--- src/rtl/seq_alu_pkg.sv ---
// Shared opcode constants and FSM state encoding for the sequential LEGv8 ALU.
// The control unit imports the same opcode constants.
package seq_alu_pkg;

    localparam logic [3:0] OP_AND   = 4'b0000;
    localparam logic [3:0] OP_OR    = 4'b0001;
    localparam logic [3:0] OP_ADD   = 4'b0010;
    localparam logic [3:0] OP_SUB   = 4'b0110;
    localparam logic [3:0] OP_PASSB = 4'b0111;
    localparam logic [3:0] OP_NOR   = 4'b1100;
    localparam logic [3:0] OP_MUL   = 4'b1000;
    localparam logic [3:0] OP_UDIV  = 4'b1001;

    typedef enum logic [1:0] {
        IDLE,
        EXEC1,
        ITER,
        DONE
    } state_t;

    function automatic logic is_iter_op(input logic [3:0] op);
        return (op == OP_MUL) || (op == OP_UDIV);
    endfunction

endpackage

--- src/rtl/seq_alu_iter.sv ---
// Iterative datapath: shift-add multiply or restoring divide, one bit per step,
// over a 2N-bit accumulator. lo/hi present the accumulator after the current step.
module seq_alu_iter #(
    parameter int N = 64
) (
    input  logic         clk,
    input  logic         rst,
    input  logic         load,
    input  logic         mode,
    input  logic [N-1:0] a,
    input  logic [N-1:0] b,
    input  logic         step,
    output logic         finished,
    output logic [N-1:0] lo,
    output logic [N-1:0] hi
);
    localparam int CW = (N > 1) ? $clog2(N) : 1;

    logic [CW-1:0]  cnt;
    logic [2*N-1:0] acc, acc_nxt;
    logic [N-1:0]   dv;
    logic           mode_q;
    logic [N-1:0]   addend;
    logic [N:0]     sum, trial;

    // mode 0: acc = {partial, multiplier}, dv = multiplicand
    // mode 1: acc = {remainder, dividend/quotient}, dv = divisor
    always_comb begin
        addend  = acc[0] ? dv : '0;
        sum     = {1'b0, acc[2*N-1:N]} + {1'b0, addend};
        trial   = acc[2*N-1:N-1] - {1'b0, dv};
        acc_nxt = {acc[2*N-2:0], 1'b0};
        if (!mode_q) begin
            acc_nxt = {sum, acc[N-1:1]};
        end else if ((dv != '0) && !trial[N]) begin
            // A zero divisor never subtracts, leaving quotient 0 and remainder A.
            acc_nxt = {trial[N-1:0], acc[N-2:0], 1'b1};
        end
    end

    always_ff @(posedge clk) begin
        if (rst) begin
            cnt <= '0;
        end else if (load) begin
            cnt <= CW'(N - 1);
        end else if (step && (cnt != '0)) begin
            cnt <= cnt - CW'(1);
        end
    end

    always_ff @(posedge clk) begin
        if (load) begin
            mode_q <= mode;
            dv     <= mode ? b : a;
            acc    <= {{N{1'b0}}, (mode ? a : b)};
        end else if (step) begin
            acc <= acc_nxt;
        end
    end

    assign finished = (cnt == '0);
    assign lo       = acc_nxt[N-1:0];
    assign hi       = acc_nxt[2*N-1:N];

endmodule

--- src/rtl/seq_alu.sv ---
// Multi-cycle LEGv8 ALU: single-cycle logic/arith ops plus iterative MUL/UDIV,
// NZCV flags, start/ready/done handshake; results held until the next completion.
module seq_alu
    import seq_alu_pkg::*;
#(
    parameter int N = 64
) (
    input  logic         clk,
    input  logic         rst,
    input  logic         start,
    input  logic [3:0]   OP,
    input  logic [N-1:0] input1,
    input  logic [N-1:0] input2,
    output logic         ready,
    output logic         done,
    output logic [N-1:0] ALUOutput,
    output logic [N-1:0] ALUHigh,
    output logic         zero,
    output logic         negative,
    output logic         carry,
    output logic         overflow,
    output logic         illegal
);
    state_t state, state_nxt;

    logic         accept, upd;
    logic [3:0]   op_p0;
    logic [N-1:0] a_p0, b_p0;
    logic         iter_finished;
    logic [N-1:0] iter_lo, iter_hi;
    logic [N:0]   add_w, sub_w;
    logic [N-1:0] res_lo, res_hi;
    logic         res_c, res_v, res_ill;

    function automatic logic add_ovf(input logic signed [N-1:0] x, y, s);
        return ((x < 0) == (y < 0)) && ((s < 0) != (x < 0));
    endfunction

    function automatic logic sub_ovf(input logic signed [N-1:0] x, y, s);
        return ((x < 0) != (y < 0)) && ((s < 0) != (x < 0));
    endfunction

    assign ready  = (state == IDLE) || (state == DONE);
    assign done   = (state == DONE);
    assign accept = start && ready;
    assign upd    = (state == EXEC1) || ((state == ITER) && iter_finished);

    always_ff @(posedge clk) begin
        if (rst) state <= IDLE;
        else     state <= state_nxt;
    end

    always_comb begin
        state_nxt = state;
        case (state)
            IDLE, DONE: begin
                if (accept) state_nxt = is_iter_op(OP) ? ITER : EXEC1;
                else        state_nxt = IDLE;
            end
            EXEC1:   state_nxt = DONE;
            ITER:    if (iter_finished) state_nxt = DONE;
            default: state_nxt = IDLE;
        endcase
    end

    // Stage p0: operands and opcode captured at acceptance
    always_ff @(posedge clk) begin
        if (accept) begin
            op_p0 <= OP;
            a_p0  <= input1;
            b_p0  <= input2;
        end
    end

    seq_alu_iter #(.N(N)) u_iter (
        .clk      (clk),
        .rst      (rst),
        .load     (accept),
        .mode     (OP == OP_UDIV),
        .a        (input1),
        .b        (input2),
        .step     (state == ITER),
        .finished (iter_finished),
        .lo       (iter_lo),
        .hi       (iter_hi)
    );

    always_comb begin
        add_w   = {1'b0, a_p0} + {1'b0, b_p0};
        sub_w   = {1'b0, a_p0} + {1'b0, ~b_p0} + {{N{1'b0}}, 1'b1};
        res_lo  = '0;
        res_hi  = '0;
        res_c   = 1'b0;
        res_v   = 1'b0;
        res_ill = 1'b0;
        if (state == ITER) begin
            res_lo = iter_lo;
            res_hi = iter_hi;
        end else begin
            case (op_p0)
                OP_AND:   res_lo = a_p0 & b_p0;
                OP_OR:    res_lo = a_p0 | b_p0;
                OP_ADD: begin
                    res_lo = add_w[N-1:0];
                    res_c  = add_w[N];
                    res_v  = add_ovf(a_p0, b_p0, add_w[N-1:0]);
                end
                OP_SUB: begin
                    res_lo = sub_w[N-1:0];
                    res_c  = sub_w[N];
                    res_v  = sub_ovf(a_p0, b_p0, sub_w[N-1:0]);
                end
                OP_PASSB: res_lo = b_p0;
                OP_NOR:   res_lo = ~(a_p0 | b_p0);
                default:  res_ill = 1'b1;
            endcase
        end
    end

    // Stage p1: result/flag registers, loaded only on the edge entering DONE
    always_ff @(posedge clk) begin
        if (rst) begin
            ALUOutput <= '0;
            ALUHigh   <= '0;
            zero      <= 1'b0;
            negative  <= 1'b0;
            carry     <= 1'b0;
            overflow  <= 1'b0;
            illegal   <= 1'b0;
        end else if (upd) begin
            ALUOutput <= res_lo;
            ALUHigh   <= res_hi;
            zero      <= !res_ill && (res_lo == '0);
            negative  <= res_lo[N-1];
            carry     <= res_c;
            overflow  <= res_v;
            illegal   <= res_ill;
        end
    end

endmodule

--- config.mk ---
export PLATFORM = sky130hd
export DESIGN_NAME = seq_alu
export DESIGN_NICKNAME = d
export VERILOG_FILES = /design/src/rtl/seq_alu_pkg.sv /design/src/rtl/seq_alu_iter.sv /design/src/rtl/seq_alu.sv
export SDC_FILE = /design/constraint.sdc
export NUM_CORES = 2
export LEC_CHECK = 0
export CAP_MARGIN = 40
export CORE_UTILIZATION = 40
export DETAILED_ROUTE_END_ITERATION = 8
export PLACE_DENSITY_LB_ADDON = 0.3
export SLEW_MARGIN = 15
export SYNTH_ARGS = -nofsm -noshare
export SYNTH_HDL_FRONTEND = slang
export SYNTH_SLANG_ARGS = --single-unit
--- constraint.sdc ---
create_clock -name clk -period 23.7 [get_ports clk]
set_input_delay 7.11 -clock clk [delete_from_list [all_inputs] [get_ports clk]]
set_output_delay 7.11 -clock clk [all_outputs]
set_load 0.05 [all_outputs]
## After elaboration in Yosys (flattened, before gate mapping)

Cells that the tools add are included.
Widths: inputs -> output; s select.

| word-level totals | value |
|---|---|
| input bits | 135 |
| register bits after elaboration | 466 |

| operators by class | value |
|---|---|
| reductions and logical operators | 22 |
| $add $sub $neg | 6 |
| magnitude comparators | 4 |
| muxes and demuxes | 22 |
| bitwise gates (word level) | 4 |
| equal/unequal tests | 15 |

Operators by type and width:

| operator | number |
|---|---|
| $mux 64 | 7 |
| $pmux 64 s6 | 1 |
| $lt 64x1->1 const B | 4 |
| $mux 128 | 2 |
| $add 64x64->65 | 3 |
| $not 64->64 | 2 |
| $add 65x1->65 const B | 1 |
| $sub 65x64->65 | 1 |
| $and 64x64->64 | 1 |
| $logic_not 64->1 | 1 |
| $or 64x64->64 | 1 |
| $reduce_bool 64->1 | 1 |
| $eq 4x4->1 const B | 3 |
| $mux 6 | 2 |
| $eq 4x3->1 const B | 2 |
| $logic_and 1x1->1 | 7 |
| $logic_not 6->1 | 1 |
| $mux 2 | 3 |
| $pmux 2 s3 | 1 |
| $reduce_bool 6->1 | 1 |
| $reduce_or 6->1 | 1 |
| $sub 6x1->6 const B | 1 |
| $eq 2x2->1 const B | 2 |
| $eq 4x1->1 const B | 1 |
| 13 further kinds | 23 |

## Longest topological paths before layout

| logic depth | value |
|---|---|
| word-level depth | 8 |
| mapped depth | 20 |

## Modules after synthesis

Synthesis repeated with hierarchy kept, for this count alone.

| unflattened totals | value |
|---|---|
| cell total of the unflattened synthesis | 5140 |
| area total of the unflattened synthesis | 41292.1 µm² |

By module, submodules not included:

| module | instances | cells an instance | sequential area each (µm²) | area an instance (µm²) |
|---|---|---|---|---|
| seq_alu | 1 | 2877 | 6646.4 | 22335.2 |
| seq_alu_iter | 1 | 2263 | 5275.1 | 18956.9 |

## Worst setup path after synthesis

No wires, ideal clock.

| path | value |
|---|---|
| kind | input to register |
| from | input port start |
| to | register a_p0[0], enable pin |
| data arrival time | 13.060 ns |
| data required time | 23.062 ns |
| stages | 4 |
| path slack | 10.002 ns |
| buffers on the path | 2 |
| cell sequence | nand2_1 > inv_1 > clkbuf_1 > clkbuf_1 |

| between the ends | value |
|---|---|
| word-level cells in the longest chain between the ends | 1 |

Ends and longest elaborated chain:

| element | line | RTL |
|---|---|---|
| start, declared | seq_alu.sv:10 | `input logic start,` |
| $logic_and 1x1->1 | seq_alu.sv:45 | `assign accept = start && ready;` |
| named net accept | seq_alu.sv:26 | `logic accept, upd;` |
| end signal, assigned | seq_alu.sv:70 | `a_p0 <= input1;` |
| end, declared | seq_alu.sv:28 | `logic [N-1:0] a_p0, b_p0;` |

The timed path passes the listed nets, and every way through them passes these cells.
A chain may end at the register's enable or synchronous reset.

==> key figures <==
Die
  • Area of the die: 100,000 um^2
  • Die outline height: 317 um
  • Die Width: 317 um
  • Number of primary I/O pins: 270
  • Row cnt: 115
  • Total core area: 98,300 um^2
  • Starting density of the core: 0.404

GRT
  • Maximum number of pins on one net before global-route repair: 137
  • Via count of the first global-routing pass: 37,300
  • Global router's overall resource usage: 0.320
  • Antenna violations before repair: 2
  • Global-route congestion overflow total: 0
  • Wire length of the first global-routing pass: 242,000 um

Power
  • Leakage power total: 18.5 nW
  • Reg power frac: 0.228
  • Combinational power share: 0.627
  • Sw frac: 0.521
  • Part of the total power dissipated in the clock network: 0.145
  • Worst vdd rail ir drop: 75.7 uV
  • Internal power component: 0.00308 W
  • Final total power: 0.00642 W
  • Psw: 0.00334 W
  • Power per cell area: 141 nW/um^2

CTS
  • Clock root cell: sky130_fd_sc_hd__clkbuf_16
  • Maximum clock path buffer count: 3
  • Num CTS Buffers: 54
  • TritonCTS clock tree: yes
  • Post-CTS setup buffer count: 0
  • Number of clock sinks: 465
  • Cts hold-fix bufs: 0
  • PostCTS Resize Cnt: 0
  • H-tree Lvls: 2
  • Clock-pin slew on the worst setup and hold paths: 60 ps
  • Clk_lat worst skew: 670 ps

Synthesis
  • Seq/Total Area, Yosys: 0.301
  • Async set or reset register ratio after synthesis: 0
  • Post-synth EDFFs: 261
  • Instance count of the mapped netlist: 5,013
  • Dominant register cell in the synthesized netlist: sky130_fd_sc_hd__edfxtp_1
  • Mapped Area: 39,700 um^2
  • Total of warnings raised by yosys: 0
  • Seq cells post-synth: 465
  • Distinct cell type count of the synthesized netlist: 112
  • Nets in the synthesized netlist: 5,492
  • Average footprint of a synthesized cell: 7.91 um^2

Worst hold path
  • Worst hold path depth: 2
  • Launch instance of the worst min-delay path: ALUHigh[33]
  • Hold Crit Class: flip-flop to flip-flop
  • Worst Hold Path EP: ALUHigh[33]

Timing
  • Max_slew headroom: 0.322
  • Accumulated negative setup slack: 0 ps
  • Unrepaired setup endpoints after global routing: false
  • Number of max-slew violations in the final report: 0
  • Final setup violation count: 0
  • Number of hold violations in the final report: 0
  • Highest achievable clock rate: 103 MHz
  • Actual slew at the worst max-slew pin: 1020 ps
  • Period utilization: 0.409
  • Shortest clock period the worst path allows after layout: 9700 ps
  • Worst Clk Skew: 19.5 ps

Worst setup path
  • Arrival time at the worst endpoint: 10,300 ps
  • Highest fanout seen on the critical path: 2
  • Type of element capturing the critical path: flip-flop
  • CP Class: primary input to flip-flop
  • RR Endpoint: zero
  • Element type at the critical path start: primary input
  • Worst R2R Path Depth: 18
  • R2r setup slk: 17,730 ps
  • Required time at the endpoint of the critical path: 24,300 ps
  • Reg2reg start: a_p0[0]

Placement
  • Port Buffer Count: 269
  • RePlAce Congestion: 1.03
  • Final HPWL from detailed placement: 126,000 um

Cells and area
  • Synthesis-to-finish area growth: 14.6%
  • Share of final-layout standard cells stronger than drive strength 1: 0.0640
  • Diode count: 0
  • Number of nets in the layout: 5,587

Drt
  • Per-cell via count in the routed design: 6.26
  • DRT iter0 DRCs: 4,335
  • Count of TritonRoute iterations in the first routing pass: 6
  • Number of nets with antenna violations after detailed routing: 0
  • Routed wire length per instance: 25.7 um
  • Count of vias placed by the detailed router: 40,300
  • Post-detailed-routing wire length: 166,000 um
  • Residual DRC count: 0

Status
  • Result of the run: finished, final reports clean

Job
  • Max cap viols: 0
-- metrics by stage --
| step | setup WS, ps | utilization | instances | hold slack [ps] | cell area [um^2] |
|---|---|---|---|---|---|
| 2_1_floorplan | 10000 | - | 5013 | 459 | 39700 |
| 3_3_place_gp | 12940 | 0.441 | 6327 | 438 | 43400 |
| 3_5_place_dp | 13550 | 0.443 | 6338 | 442 | 43500 |
| 4_1_cts | 14240 | 0.462 | 6439 | 456 | 45400 |
| 5_1_grt | 14030 | 0.462 | 6440 | 472 | 45400 |
| 6_report | 14000 | 0.462 | 6440 | 454 | 45400 |
-- state kept, by name (all words and copies together) (netlist names) --
register / cells
illegal: 1
carry: 1
u_iter.dv: 64
overflow: 1
a_p0: 64
b_p0: 64
ALUHigh: 64
op_p0: 4
u_iter.cnt: 6
u_iter.acc: 128
zero: 1
u_iter.mode_q: 1
state: 2
ALUOutput: 64
-- metal layers --
| layer | wire length [um] | GRT usage | vias up |
|---|---|---|---|
| met1 | 69100 | 0.438 | 19300 |
| met2 | 70100 | 0.479 | 2182 |
| met4 | 10200 | 0.174 | 0 |
| met5 | 0 | 0 | - |
| met3 | 16400 | 0.0554 | 472 |
| li1 | - | - | 18400 |
-- kinds of logic after synthesis --
kind of cell	share of synthesized area
muxes	0.0286
DFF	0.301
and+or+nand+nor	0.202
buffers and inverters	0.0624
xor gates and xnor gates	0.0347
adders and majority gates	0.109
AOI/OAI and AO/OA	0.262
-- Yosys cell counts (47+ instances only) --
cell type / number / area [um^2]
sky130_fd_sc_hd__nand4_1: 62 / 388
sky130_fd_sc_hd__mux2i_1: 47 / 470
sky130_fd_sc_hd__nor2_1: 389 / 1460
sky130_fd_sc_hd__clkbuf_1: 221 / 830
sky130_fd_sc_hd__nor4_1: 48 / 300
sky130_fd_sc_hd__o21ai_0: 255 / 1280
sky130_fd_sc_hd__o21bai_1: 51 / 383
sky130_fd_sc_hd__o211ai_1: 67 / 503
sky130_fd_sc_hd__inv_1: 335 / 1260
sky130_fd_sc_hd__mux2_2: 59 / 664
sky130_fd_sc_hd__a211oi_1: 81 / 608
sky130_fd_sc_hd__nor3_1: 96 / 480
sky130_fd_sc_hd__nand3_1: 101 / 505
sky130_fd_sc_hd__xnor2_1: 100 / 876
sky130_fd_sc_hd__and2_1: 83 / 519
sky130_fd_sc_hd__a21o_1: 85 / 638
sky130_fd_sc_hd__ha_1: 340 / 4250
sky130_fd_sc_hd__a31oi_1: 102 / 638
sky130_fd_sc_hd__nand2_1: 761 / 2860
sky130_fd_sc_hd__a21oi_1: 442 / 2210
sky130_fd_sc_hd__dfxtp_1: 204 / 4080
sky130_fd_sc_hd__edfxtp_1: 261 / 7840
sky130_fd_sc_hd__xor2_1: 57 / 499
-- worst max-delay path by stage --
stage	startpoint	to	slack, ps
after global routing	start	u_iter.acc[19]	14030
after CTS	start	u_iter.acc[24]	14240
after floorplan	start	a_p0[0]	10000
after global placement	OP[3]	u_iter.acc[8]	12940
after detailed placement	start	u_iter.acc[10]	13550
final	rst	zero	14000
-- area by class of cell --
type	count	area [um^2]
Multi-Input combinational cell	3911	25400
Clock inverter	26	323
Clock buffer	75	1610
Tap cell	1287	1610
Timing Repair Buffer	338	3290
Inverter	338	1280
Fill cell	9641	52800
Sequential cell	465	11900
-- cells in the final DEF, fill, tap and decap left out, types with 26 or more instances in the layout --
master / n
sky130_fd_sc_hd__and2_1: 83
sky130_fd_sc_hd__a221oi_1: 39
sky130_fd_sc_hd__o211ai_1: 67
sky130_fd_sc_hd__xnor2_1: 100
sky130_fd_sc_hd__a31oi_1: 102
sky130_fd_sc_hd__xor2_1: 57
sky130_fd_sc_hd__nand3_1: 100
sky130_fd_sc_hd__a22oi_1: 39
sky130_fd_sc_hd__nor3_1: 93
sky130_fd_sc_hd__nor4_1: 47
sky130_fd_sc_hd__ha_1: 339
sky130_fd_sc_hd__o31ai_1: 45
sky130_fd_sc_hd__buf_4: 60
sky130_fd_sc_hd__o21a_1: 26
sky130_fd_sc_hd__nor2_1: 387
sky130_fd_sc_hd__mux2i_1: 47
sky130_fd_sc_hd__o21bai_1: 51
sky130_fd_sc_hd__inv_1: 332
sky130_fd_sc_hd__nand2_1: 758
sky130_fd_sc_hd__nor2b_1: 31
sky130_fd_sc_hd__dfxtp_1: 204
sky130_fd_sc_hd__a211oi_1: 81
sky130_fd_sc_hd__nand2b_1: 44
sky130_fd_sc_hd__clkbuf_16: 60
sky130_fd_sc_hd__nand4_1: 62
sky130_fd_sc_hd__mux2_2: 59
sky130_fd_sc_hd__edfxtp_1: 261
sky130_fd_sc_hd__a21oi_1: 442
sky130_fd_sc_hd__clkdlybuf4s50_1: 268
sky130_fd_sc_hd__a21o_1: 84
sky130_fd_sc_hd__o21ai_0: 255
-- power groups by stage --
| stage | clock [W] | sequential, W | combinational [W] |
|---|---|---|---|
| final | 0.000931 | 0.00146 | 0.00403 |
| after global routing | 0.000972 | 0.00148 | 0.00431 |
| after CTS | 0.000939 | 0.00145 | 0.00393 |
| after detailed placement | 0 | 0.00146 | 0.00391 |
| after global placement | 0 | 0.00147 | 0.00387 |
| after floorplan | 0 | 0.00156 | 0.00257 |
-- critical path: stages --
cell and delay, ps:
sky130_fd_sc_hd__buf_4 140, sky130_fd_sc_hd__a21oi_1 220, sky130_fd_sc_hd__o2111a_1 210, sky130_fd_sc_hd__and3b_1 180, sky130_fd_sc_hd__nand3_1 80, sky130_fd_sc_hd__a211oi_1 340
sky130_fd_sc_hd__nand4b_1 300, sky130_fd_sc_hd__a2111oi_2 390, sky130_fd_sc_hd__nand4b_1 260, sky130_fd_sc_hd__nor4_1 730, sky130_fd_sc_hd__nand4_1 180, sky130_fd_sc_hd__nand2_1 120
Note: power is estimated with default switching activity, not from simulation.
